## src/rtl/calc_pkg.sv

```systemverilog
//------------------------------------------------------------------------------
// Module : calc_pkg
// Brief  : Shared op codes and FSM state encoding for the calculator datapath.
// Rev    : 1.0
//------------------------------------------------------------------------------
`default_nettype none

package calc_pkg;

    localparam logic [1:0] OP_ADD  = 2'b00;
    localparam logic [1:0] OP_SUB  = 2'b01;
    localparam logic [1:0] OP_CPL1 = 2'b10;

    localparam logic [1:0] ST_IDLE = 2'd0;
    localparam logic [1:0] ST_RUN  = 2'd1;
    localparam logic [1:0] ST_DONE = 2'd2;

endpackage

`default_nettype wire

```

## src/rtl/serial_addsub_if.sv

```systemverilog
//------------------------------------------------------------------------------
// Module : serial_addsub_if
// Brief  : start/busy/done handshake and operand/result bus for serial_addsub.
// Rev    : 1.0
//------------------------------------------------------------------------------
`default_nettype none

interface serial_addsub_if #(
    parameter int WIDTH = 16
);
    logic             start;
    logic [1:0]       op;
    logic [WIDTH-1:0] a;
    logic [WIDTH-1:0] b;
    logic             busy;
    logic             done;
    logic [WIDTH-1:0] result;
    logic             carry_out;
    logic             overflow;

    modport master (
        output start, op, a, b,
        input  busy, done, result, carry_out, overflow
    );

    modport slave (
        input  start, op, a, b,
        output busy, done, result, carry_out, overflow
    );
endinterface

`default_nettype wire

```

## src/rtl/addsub_chunk.sv

```systemverilog
//------------------------------------------------------------------------------
// Module : addsub_chunk
// Brief  : Combinational BITS-wide ripple of full-adder cells.
// Rev    : 1.0
//------------------------------------------------------------------------------
`default_nettype none

module addsub_chunk #(
    parameter int BITS = 1
) (
    input  wire logic [BITS-1:0] i_a,
    input  wire logic [BITS-1:0] i_b,
    input  wire logic            i_cin,
    output logic      [BITS-1:0] o_sum,
    output logic                 o_cout,
    output logic                 o_cmsb
);

    logic [BITS:0] w_c;

    assign w_c[0] = i_cin;

    for (genvar i = 0; i < BITS; i++) begin : g_bit
        assign o_sum[i]  = i_a[i] ^ i_b[i] ^ w_c[i];
        assign w_c[i+1]  = (i_a[i] & i_b[i]) | (w_c[i] & (i_a[i] ^ i_b[i]));
    end

    assign o_cout = w_c[BITS];
    // Carry into the top bit; combined with o_cout it yields signed overflow.
    assign o_cmsb = w_c[BITS-1];

endmodule

`default_nettype wire

```

## src/rtl/serial_addsub.sv

```systemverilog
//------------------------------------------------------------------------------
// Module : serial_addsub
// Brief  : Multi-cycle LSB-first add/sub/ones'-complement unit, BITS_PER_CYCLE per clock.
// Rev    : 1.0
//------------------------------------------------------------------------------
`default_nettype none

module serial_addsub
    import calc_pkg::*;
#(
    parameter int WIDTH          = 16,
    parameter int BITS_PER_CYCLE = 1
) (
    input  wire logic          clk,
    input  wire logic          rst,
    serial_addsub_if.slave     bus
);

    localparam int N     = WIDTH / BITS_PER_CYCLE;
    localparam int CNT_W = (N > 1) ? $clog2(N) : 1;
    localparam logic [CNT_W-1:0] c_LAST = CNT_W'(N - 1);

    if ((WIDTH < 2) || (BITS_PER_CYCLE < 1) || ((WIDTH % BITS_PER_CYCLE) != 0)) begin : g_param_check
        $error("serial_addsub: BITS_PER_CYCLE must divide WIDTH and WIDTH must be >= 2");
    end

    logic [1:0]                r_state;
    logic [WIDTH-1:0]          r_opa;
    logic [WIDTH-1:0]          r_opb;
    logic [WIDTH-1:0]          r_acc;
    logic [CNT_W-1:0]          r_cnt;
    logic                      r_carry;
    logic                      r_cpl;
    logic [WIDTH-1:0]          r_result;
    logic                      r_carry_out;
    logic                      r_overflow;

    logic [BITS_PER_CYCLE-1:0] w_sum;
    logic [BITS_PER_CYCLE-1:0] w_chunk;
    logic                      w_cout;
    logic                      w_cmsb;
    logic [WIDTH-1:0]          w_chunk_ext;
    logic [WIDTH-1:0]          w_acc_next;
    logic                      w_last;

    addsub_chunk #(
        .BITS (BITS_PER_CYCLE)
    ) u_chunk (
        .i_a    (r_opa[BITS_PER_CYCLE-1:0]),
        .i_b    (r_opb[BITS_PER_CYCLE-1:0]),
        .i_cin  (r_carry),
        .o_sum  (w_sum),
        .o_cout (w_cout),
        .o_cmsb (w_cmsb)
    );

    // Ones' complement bypasses the adder so no carry ripples within a chunk.
    assign w_chunk     = r_cpl ? (r_opa[BITS_PER_CYCLE-1:0] ^ r_opb[BITS_PER_CYCLE-1:0]) : w_sum;
    assign w_chunk_ext = WIDTH'(w_chunk);
    assign w_acc_next  = (r_acc >> BITS_PER_CYCLE) | (w_chunk_ext << (WIDTH - BITS_PER_CYCLE));
    assign w_last      = (r_cnt == c_LAST);

    always_ff @(posedge clk or posedge rst) begin
        if (rst) begin
            r_state     <= ST_IDLE;
            r_opa       <= '0;
            r_opb       <= '0;
            r_acc       <= '0;
            r_cnt       <= '0;
            r_carry     <= 1'b0;
            r_cpl       <= 1'b0;
            r_result    <= '0;
            r_carry_out <= 1'b0;
            r_overflow  <= 1'b0;
        end else begin
            case (r_state)
                ST_IDLE: begin
                    if (bus.start) begin
                        r_opa   <= bus.a;
                        r_cnt   <= '0;
                        r_acc   <= '0;
                        r_cpl   <= (bus.op == OP_CPL1);
                        r_carry <= (bus.op == OP_SUB);
                        case (bus.op)
                            OP_SUB:  r_opb <= ~bus.b;
                            OP_CPL1: r_opb <= '1;
                            default: r_opb <= bus.b;
                        endcase
                        r_state <= ST_RUN;
                    end
                end
                ST_RUN: begin
                    r_acc   <= w_acc_next;
                    r_opa   <= r_opa >> BITS_PER_CYCLE;
                    r_opb   <= r_opb >> BITS_PER_CYCLE;
                    r_carry <= r_cpl ? 1'b0 : w_cout;
                    r_cnt   <= r_cnt + 1'b1;
                    if (w_last) begin
                        r_result    <= w_acc_next;
                        r_carry_out <= r_cpl ? 1'b0 : w_cout;
                        r_overflow  <= r_cpl ? 1'b0 : (w_cout ^ w_cmsb);
                        r_state     <= ST_DONE;
                    end
                end
                ST_DONE: r_state <= ST_IDLE;
                default: r_state <= ST_IDLE;
            endcase
        end
    end

    assign bus.busy      = (r_state == ST_RUN);
    assign bus.done      = (r_state == ST_DONE);
    assign bus.result    = r_result;
    assign bus.carry_out = r_carry_out;
    assign bus.overflow  = r_overflow;

endmodule

`default_nettype wire

```

## src/flat_wrapper.sv

```systemverilog
// flat-port wrapper written by rule: the top's interface ports become plain ports
module serial_addsub_flat import calc_pkg::*;
#(
    parameter int WIDTH          = 16,
    parameter int BITS_PER_CYCLE = 1
)
  (clk, rst, bus_start, bus_op, bus_a, bus_b, bus_busy, bus_done, bus_result, bus_carry_out, bus_overflow);
  serial_addsub_if #(.WIDTH(WIDTH)) bus_i ();
  input  wire logic clk;
  input  wire logic rst;
  input wire logic [$bits(bus_i.start)-1:0] bus_start;
  input wire logic [$bits(bus_i.op)-1:0] bus_op;
  input wire logic [$bits(bus_i.a)-1:0] bus_a;
  input wire logic [$bits(bus_i.b)-1:0] bus_b;
  output wire logic [$bits(bus_i.busy)-1:0] bus_busy;
  output wire logic [$bits(bus_i.done)-1:0] bus_done;
  output wire logic [$bits(bus_i.result)-1:0] bus_result;
  output wire logic [$bits(bus_i.carry_out)-1:0] bus_carry_out;
  output wire logic [$bits(bus_i.overflow)-1:0] bus_overflow;
  assign bus_i.start = bus_start;
  assign bus_i.op = bus_op;
  assign bus_i.a = bus_a;
  assign bus_i.b = bus_b;
  assign bus_busy = bus_i.busy;
  assign bus_done = bus_i.done;
  assign bus_result = bus_i.result;
  assign bus_carry_out = bus_i.carry_out;
  assign bus_overflow = bus_i.overflow;
  serial_addsub #(.WIDTH(WIDTH), .BITS_PER_CYCLE(BITS_PER_CYCLE)) u_core (.clk(clk), .rst(rst), .bus(bus_i));
endmodule
```

## config.mk

```make
export PLATFORM = sky130hd
export DESIGN_NAME = serial_addsub_flat
export DESIGN_NICKNAME = d
export VERILOG_FILES = /design/src/rtl/calc_pkg.sv /design/src/rtl/serial_addsub_if.sv /design/src/rtl/addsub_chunk.sv /design/src/rtl/serial_addsub.sv /design/src/flat_wrapper.sv
export SDC_FILE = /design/constraint.sdc
export NUM_CORES = 1
export LEC_CHECK = 0
export BUFFER_PORTS_ARGS = -buffer_cell sky130_fd_sc_hd__buf_2
export CORE_MARGIN = 2
export CORE_UTILIZATION = 40
export CTS_CLUSTER_DIAMETER = 30
export DETAILED_ROUTE_END_ITERATION = 12
export MAX_ROUTING_LAYER = met4
export PLACE_DENSITY = 0.67
export SYNTH_ARGS = -nofsm -noshare
export SYNTH_HDL_FRONTEND = slang
export SYNTH_SLANG_ARGS = --single-unit
```

## constraint.sdc

```tcl
create_clock -name clk -period 1.85 [get_ports clk]
set_clock_uncertainty 0.05 [all_clocks]
set_input_delay 0.0925 -clock clk [delete_from_list [all_inputs] [get_ports clk]]
set_output_delay 0.0925 -clock clk [all_outputs]
set_load 0.1 [all_outputs]
```

==> results of run 1 <==
[power by group]
| part | switching (mW) | total, mW | internal (mW) |
|---|---|---|---|
| Clock | 0.549 | 1.16 | 0.610 |
| Combinational | 2.37 | 3.36 | 0.985 |
| Sequential | 0.425 | 2.70 | 2.27 |
| Total | 3.34 | 7.21 | 3.86 |
[repair_timing]
item | in CTS | in global routing
setup endpoints to repair | 0 | 2
hold buffers | 4 | 0
endpoints found under the hold margin | 24 | 0
resized for setup | 0 | 2
[registers in the layout, indices dropped and copies added, names as in the netlist]
register / flops
u_core.r_cnt: 4
u_core.r_opa: 16
u_core.r_acc: 15
u_core.r_carry: 1
u_core.r_cpl: 1
u_core.bus.result: 16
u_core.r_opb: 16
u_core.r_state: 2
u_core.bus.overflow: 1
u_core.bus.carry_out: 1
[routing by layer]
layer  GRT usage, %  up-vias  routed length [um]  part of all wire [%]
li1               -     1268                   -                     -
met1          22.44     1217                3366                    48
met2          26.68       62                3281                    47
met3          3.026        9                 277                   3.9
met4          7.042        0                 106                   1.5
met5              -        -                   0                     0
[final timing paths]
| path | endpoint | from | cells past startpoint | slack, ps |
|---|---|---|---|---|
| worst min-delay path | u_core.r_opa[13]$_DFFE_PP0P_ | bus_a[13] | 3 | 9 |
| worst min register to register | u_core.r_opa[11]$_DFFE_PP0P_ | u_core.r_opa[11]$_DFFE_PP0P_ | 2 | 440 |
| min in group asynchronous | u_core.r_acc[6]$_DFFE_PP0P_ | rst | 3 | 280 |
| worst max register to register | u_core.bus.result[0]$_DFFE_PP0P_ | u_core.r_cnt[0]$_DFFE_PP0P_ | 5 | 170 |
| worst max-delay path | bus_done | u_core.r_state[0]$_DFFE_PP0P_ | 4 | 140 |
| max in group asynchronous | u_core.r_opb[10]$_DFFE_PP0P_ | rst | 4 | 910 |
[layout by cell type, fill, tap and decap left out, types with 2 or more instances in the layout]
cell type,instances
nor2b_1,17
mux2i_1,4
mux2_4,8
nand3_1,18
buf_4,10
clkinv_2,3
inv_1,8
clkbuf_8,9
nor2_1,3
dlygate4sd3_1,4
o22ai_1,16
o21ai_0,34
a21oi_1,13
a22oi_1,18
clkbuf_1,2
buf_2,54
mux2_2,9
and3b_1,13
nand2_1,52
ha_1,5
dfrtp_1,73
buf_12,3
[worst max-delay path: stages (launching register included)]
cell and delay (ps):
dfrtp_1 390, buf_4 160, buf_4 220, nor2b_2 130
clkbuf_4 330
[metrics by stage]
step,hold WS [ps],power (mW),setup WS (ps)
floorplan,147.9,5.359,114.2
global placement,112.0,5.966,235.3
detailed placement,117.7,6.086,206.6
CTS,5.299,7.268,32.85
global route,22.71,7.696,76.29
finish,9.018,7.209,138.8
[final cells by class]
type | count | area (sq um)
timing repair buffer | 73 | 464.2
tap | 105 | 131.4
multi-input combinational | 224 | 1434
clock buffer | 11 | 131.4
fill | 791 | 4184
clock inverter | 4 | 45.04
sequential | 73 | 1827
inverter | 10 | 41.29
[cells by family after synthesis]
logic type / count (synthesis) / share of synthesized area (%)
AOI/OAI and AO/OA: 83 / 14.21
xor gates and xnor gates: 2 / 0.5116
adders and majority gates: 6 / 2.411
buffers and inverters: 34 / 4.969
DFF: 73 / 53.34
muxes: 21 / 7.636
and+or+nand+nor: 112 / 16.92
==> impl_metrics.prom, run 1 <==
# TYPE chip_impl_metric gauge
chip_impl_metric{name="global_route.usage.total",unit="%"} 17.18
chip_impl_metric{name="min_period_over_period",unit="%"} 92.50
chip_impl_metric{name="yosysWarningCount",unit=""} 0
chip_impl_metric{name="final-setup-viol-count",unit=""} 0
chip_impl_metric{name="critPathMaxFanout",unit=""} 30
chip_impl_metric{name="postLayoutCellArea",unit="sq um"} 4074
chip_impl_metric{name="netlist.area_leader.share",unit="%"} 53.34
chip_impl_metric{name="layout-drive-gt1-share",unit="%"} 26.58
chip_impl_metric{name="yosys_register_bits",unit=""} 73
chip_impl_metric{name="grt_max_degree",unit=""} 41
chip_impl_metric{name="first_pass_iters",unit=""} 4
chip_impl_metric{name="cap_viol_max_count",unit=""} 0
chip_impl_info{name="synth.most_common_cell",value="dfrtp_1"} 1
chip_impl_metric{name="n_antenna_cell",unit=""} 0
chip_impl_metric{name="final_core_util",unit="%"} 49.33
chip_impl_metric{name="synth.yosys.seq_area_share",unit="%"} 53.34
chip_impl_metric{name="worst-endpoint-required",unit="ps"} 1710
chip_impl_metric{name="drt-total-wl",unit="mm"} 7.031
chip_impl_metric{name="initial_utilization",unit="%"} 41.47
chip_impl_metric{name="timing.setup.tns",unit="ps"} 0
chip_impl_metric{name="route.vias.total",unit=""} 2556
chip_impl_metric{name="place_hpwl",unit="mm"} 4.789
chip_impl_metric{name="postRouteAntennaNets",unit=""} 0
chip_impl_metric{name="die_area",unit="sq um"} 9317
chip_impl_metric{name="die_h",unit="um"} 96.53
chip_impl_info{name="timing.critical_path.from_type",value="register"} 1
chip_impl_metric{name="syn_area_per_cell",unit="sq um"} 10.35
chip_impl_info{name="synth_flop_cell",value="dfrtp_1"} 1
chip_impl_metric{name="synth_cell_types",unit=""} 35
chip_impl_info{name="cells_taking_the_most_area_after_synthesis",value="dfrtp_1 53%, nand2_1 5.7%, o21ai_0 5.0%"} 1
chip_impl_metric{name="cts-htree-levels",unit=""} 3
chip_impl_metric{name="place.gp.congestion",unit=""} 0.7333
chip_impl_info{name="clock_tree.root_cell",value="clkbuf_8"} 1
chip_impl_metric{name="longest_clk_path_bufs",unit=""} 2
chip_impl_metric{name="dieWidth",unit="um"} 96.53
chip_impl_info{name="timing.setup.critical_path_class",value="reg2out"} 1
chip_impl_metric{name="wire_length_of_the_first_global_routing_pass",unit="mm"} 11.91
chip_impl_metric{name="crit_arrival",unit="ps"} 1570
chip_impl_metric{name="placementRows",unit=""} 33
chip_impl_metric{name="relSlewSlack",unit="%"} 48.42
chip_impl_metric{name="synthesis.instances",unit=""} 331
chip_impl_metric{name="hold_violation_total_from_the_final_report",unit=""} 0
chip_impl_metric{name="clk_pin_slew_worst_paths",unit="ps"} 70
chip_impl_metric{name="max_frequency",unit="MHz"} 584.4
chip_impl_metric{name="numClockSinks",unit=""} 73
chip_impl_metric{name="core_area",unit="sq um"} 8258
chip_impl_metric{name="cellLeakagePower",unit="nW"} 2.027
chip_impl_info{name="netlist.top_cell.by_area",value="dfrtp_1"} 1
chip_impl_metric{name="final_cells",unit=""} 500
chip_impl_metric{name="power_per_cell_area",unit="nW/um^2"} 1770
chip_impl_metric{name="wl_per_cell",unit="um"} 14.06
chip_impl_metric{name="mappedNetlistArea",unit="sq um"} 3425
chip_impl_info{name="endpoint_kind",value="primary output"} 1
chip_impl_metric{name="nets",unit=""} 434
chip_impl_metric{name="synth-edff-count",unit=""} 0
chip_impl_info{name="status",value="finished clean"} 1
chip_impl_metric{name="pin_count",unit=""} 57
chip_impl_metric{name="cts_setup_buffers",unit=""} 0
chip_impl_metric{name="grt_antenna_before_repair",unit=""} 0
chip_impl_info{name="worst_hold_path_type",value="in2reg"} 1
chip_impl_metric{name="placed_cells",unit=""} 481
chip_impl_metric{name="detail_route.iter0.violations",unit=""} 83
chip_impl_metric{name="worst-slew-pin-transition",unit="ps"} 773.2
chip_impl_info{name="post_synth_most_frequent_cells",value="73 x dfrtp_1, 52 x nand2_1, 34 x o21ai_0"} 1
chip_impl_metric{name="asr_flop_ratio_synth",unit="%"} 100.0
chip_impl_metric{name="timing.final.crit_period",unit="ps"} 1711
chip_impl_metric{name="globalRouteOverflowTotal",unit=""} 0
chip_impl_metric{name="drv_slew",unit=""} 0
chip_impl_metric{name="flow.area_growth_from_synthesis",unit="%"} 18.96
chip_impl_metric{name="post_drt_via_cell_ratio",unit=""} 5.112
chip_impl_info{name="grt_setup_unrepaired",value="false"} 1
chip_impl_metric{name="remaining_drc_errors",unit=""} 0
chip_impl_metric{name="vdd_ir_drop_max",unit="uV"} 678.5
chip_impl_metric{name="synthesis.nets",unit=""} 374
chip_impl_metric{name="io_buffer_count",unit=""} 56
chip_impl_metric{name="dpl-instance-area",unit="sq um"} 3851
chip_impl_metric{name="worst_skew_pair.late_latency",unit="ps"} 340
chip_impl_info{name="tritoncts",value="done"} 1
chip_impl_metric{name="first_global_vias",unit=""} 2599
chip_impl_metric{name="total_clock_buffers_created_by_cts",unit=""} 9
(Power assumes the default switching activity.)
==> run 2, diff against run 1 <==
- CORE_MARGIN: 2 -> not set
- REMOVE_ABC_BUFFERS: not set -> 1
==> impl_metrics.prom, run 2 (synthesis results as in run 1) <==
# TYPE chip_impl_metric gauge
chip_impl_info{name="endpoint_kind",value="primary output"} 1
chip_impl_metric{name="longest_clk_path_bufs",unit=""} 2
chip_impl_metric{name="regArea",unit="sq um"} 1827
chip_impl_info{name="setup.worst_path.start",value="u_core.r_state[1]$_DFFE_PP0P_"} 1
chip_impl_metric{name="wl_per_cell",unit="um"} 13.42
chip_impl_metric{name="hold_ws",unit="ps"} 17.93
chip_impl_info{name="clock_tree.root_cell",value="clkbuf_8"} 1
chip_impl_metric{name="placed_cells",unit=""} 479
chip_impl_info{name="worstHoldStart",value="bus_b[2]"} 1
chip_impl_info{name="timing.critical_path.from_type",value="register"} 1
chip_impl_info{name="timing.setup.critical_path_class",value="reg2out"} 1
chip_impl_metric{name="drv_slew",unit=""} 0
chip_impl_info{name="final_common_cell",value="dfrtp_1"} 1
chip_impl_metric{name="first_pass_iters",unit=""} 4
chip_impl_metric{name="place.gp.congestion",unit=""} 0.7151
chip_impl_metric{name="final_core_util",unit="%"} 49.26
chip_impl_metric{name="relSlewSlack",unit="%"} 67.81
chip_impl_metric{name="total_clock_buffers_created_by_cts",unit=""} 9
chip_impl_metric{name="layout-drive-gt1-share",unit="%"} 25.95
chip_impl_metric{name="power_per_cell_area",unit="nW/um^2"} 1773
chip_impl_metric{name="cts_setup_buffers",unit=""} 0
chip_impl_metric{name="placementRows",unit=""} 33
chip_impl_metric{name="detail_route.iter0.violations",unit=""} 86
chip_impl_metric{name="min_period_over_period",unit="%"} 89.36
chip_impl_metric{name="critPathMaxFanout",unit=""} 33
chip_impl_metric{name="grt_max_degree",unit=""} 43
chip_impl_metric{name="drt-total-wl",unit="mm"} 6.683
chip_impl_metric{name="route.vias.total",unit=""} 2546
chip_impl_info{name="regToRegStartpoint",value="u_core.r_cnt[0]$_DFFE_PP0P_"} 1
chip_impl_info{name="commonest_cells_after_routing_fill_and_taps_aside",value="73 x dfrtp_1, 54 x buf_2, 52 x nand2_1"} 1
chip_impl_metric{name="core_area",unit="sq um"} 8258
chip_impl_metric{name="cellLeakagePower",unit="nW"} 2.025
chip_impl_metric{name="final_cells",unit=""} 498
chip_impl_info{name="grt_setup_unrepaired",value="false"} 1
chip_impl_info{name="worst_hold_path_type",value="in2reg"} 1
chip_impl_metric{name="timing.setup.tns",unit="ps"} 0
chip_impl_metric{name="worst_skew_pair.late_latency",unit="ps"} 340
chip_impl_metric{name="max_frequency",unit="MHz"} 604.9
chip_impl_metric{name="numClockSinks",unit=""} 73
chip_impl_metric{name="io_buffer_count",unit=""} 56
chip_impl_metric{name="wire_length_of_the_first_global_routing_pass",unit="mm"} 11.52
chip_impl_metric{name="die_h",unit="um"} 94.53
chip_impl_metric{name="remaining_drc_errors",unit=""} 0
chip_impl_metric{name="timing.final.crit_period",unit="ps"} 1653
chip_impl_metric{name="pin_count",unit=""} 57
chip_impl_metric{name="dieWidth",unit="um"} 94.53
chip_impl_metric{name="initial_utilization",unit="%"} 41.47
chip_impl_info{name="status",value="finished clean"} 1
chip_impl_metric{name="vdd_ir_drop_max",unit="uV"} 488.4
chip_impl_metric{name="place_hpwl",unit="mm"} 4.545
chip_impl_metric{name="nets",unit=""} 431
chip_impl_metric{name="flow.area_growth_from_synthesis",unit="%"} 18.78
chip_impl_metric{name="final-setup-viol-count",unit=""} 0
chip_impl_metric{name="grt_antenna_before_repair",unit=""} 0
chip_impl_metric{name="worst-endpoint-required",unit="ps"} 1710
chip_impl_metric{name="cts-htree-levels",unit=""} 3
chip_impl_metric{name="clk_pin_slew_worst_paths",unit="ps"} 70
chip_impl_metric{name="post_drt_via_cell_ratio",unit=""} 5.112
chip_impl_metric{name="num-fill-cells",unit=""} 806
chip_impl_metric{name="globalRouteOverflowTotal",unit=""} 0
chip_impl_metric{name="crit_arrival",unit="ps"} 1510
chip_impl_metric{name="first_global_vias",unit=""} 2422
chip_impl_metric{name="global_route.usage.total",unit="%"} 17.32
chip_impl_metric{name="total_power",unit="mW"} 7.211
chip_impl_metric{name="worst-slew-pin-transition",unit="ps"} 482.3
chip_impl_metric{name="cap_viol_max_count",unit=""} 0
chip_impl_metric{name="postRouteAntennaNets",unit=""} 0
chip_impl_metric{name="multiInputGateArea",unit="sq um"} 1431
chip_impl_info{name="tritoncts",value="done"} 1
chip_impl_metric{name="r2r_setup_slack",unit="ps"} 230
chip_impl_metric{name="hold_violation_total_from_the_final_report",unit=""} 0
chip_impl_metric{name="die_area",unit="sq um"} 8935
chip_impl_metric{name="n_antenna_cell",unit=""} 0
[run 2: changes by cell type in the layout (fill, tap and decap cells not counted)]
cell | previous run | this run
buf_12 | 3 | 4
nor2b_2 | 1 | 0
clkbuf_8 | 9 | 10
inv_2 | 1 | 2
clkinv_2 | 3 | 2
dlygate4sd3_1 | 4 | 3
buf_4 | 10 | 8
nor2b_1 | 17 | 18
clkbuf_1 | 2 | 3
clkbuf_4 | 1 | 0
clkinvlp_4 | 1 | 0
[run 2: timing repair]
item                                    in CTS  in global routing
resized for setup                            0                  1
endpoints found under the setup margin       0                  1
hold buffers                                 3                  0
endpoints found under the hold margin       35                  0
[run 2: critical path, stage by stage (launching register included)]
cell	delay [ps]
dfrtp_1	430
nand2b_2	210
inv_2	60
buf_6	250
buf_12	210
[run 2: routing by layer]
layer | part of all wire (%) | track usage (%) | vias to the layer above
li1 | - | - | 1270
met1 | 48 | 22.70 | 1222
met3 | 3.7 | 4.187 | 9
met2 | 47 | 26.09 | 45
met4 | 1.5 | 6.439 | 0
met5 | 0 | - | -
[run 2: final timing paths]
kind                                                      to  cells past startpoint
hold / removal                   u_core.r_opb[2]$_DFFE_PP0P_                      3
max in group asynchronous        u_core.r_acc[5]$_DFFE_PP0P_                      4
hold reg to reg                  u_core.r_cnt[3]$_DFFE_PP0P_                      1
setup / recovery                                    bus_busy                      4
min in group asynchronous   u_core.bus.result[0]$_DFFE_PP0P_                      3
setup reg to reg           u_core.bus.result[13]$_DFFE_PP0P_                      5
[run 2: where the power goes]
group	internal, mW	total [mW]	switching [mW]
Combinational	0.983	3.33	2.34
Sequential	2.27	2.69	0.420
Clock	0.657	1.19	0.536
Total	3.91	7.21	3.30
[run 2: cell type report]
class	instances	area share (%)
multi-input combinational	224	35.19
timing repair buffer	70	11.10
sequential	73	44.91
tap	105	3.230
clock inverter	3	0.9843
clock buffer	13	3.660
inverter	10	0.9228
[run 2: through the flow]
stage | setup slack, ps | area (sq um)
final | 196.8 | 4068
after floorplan | -1249 | 3292
after detailed placement | 250.8 | 3845
after CTS | 80.72 | 4064
after global routing | 86.80 | 4068
after global placement | 283.8 | 3845
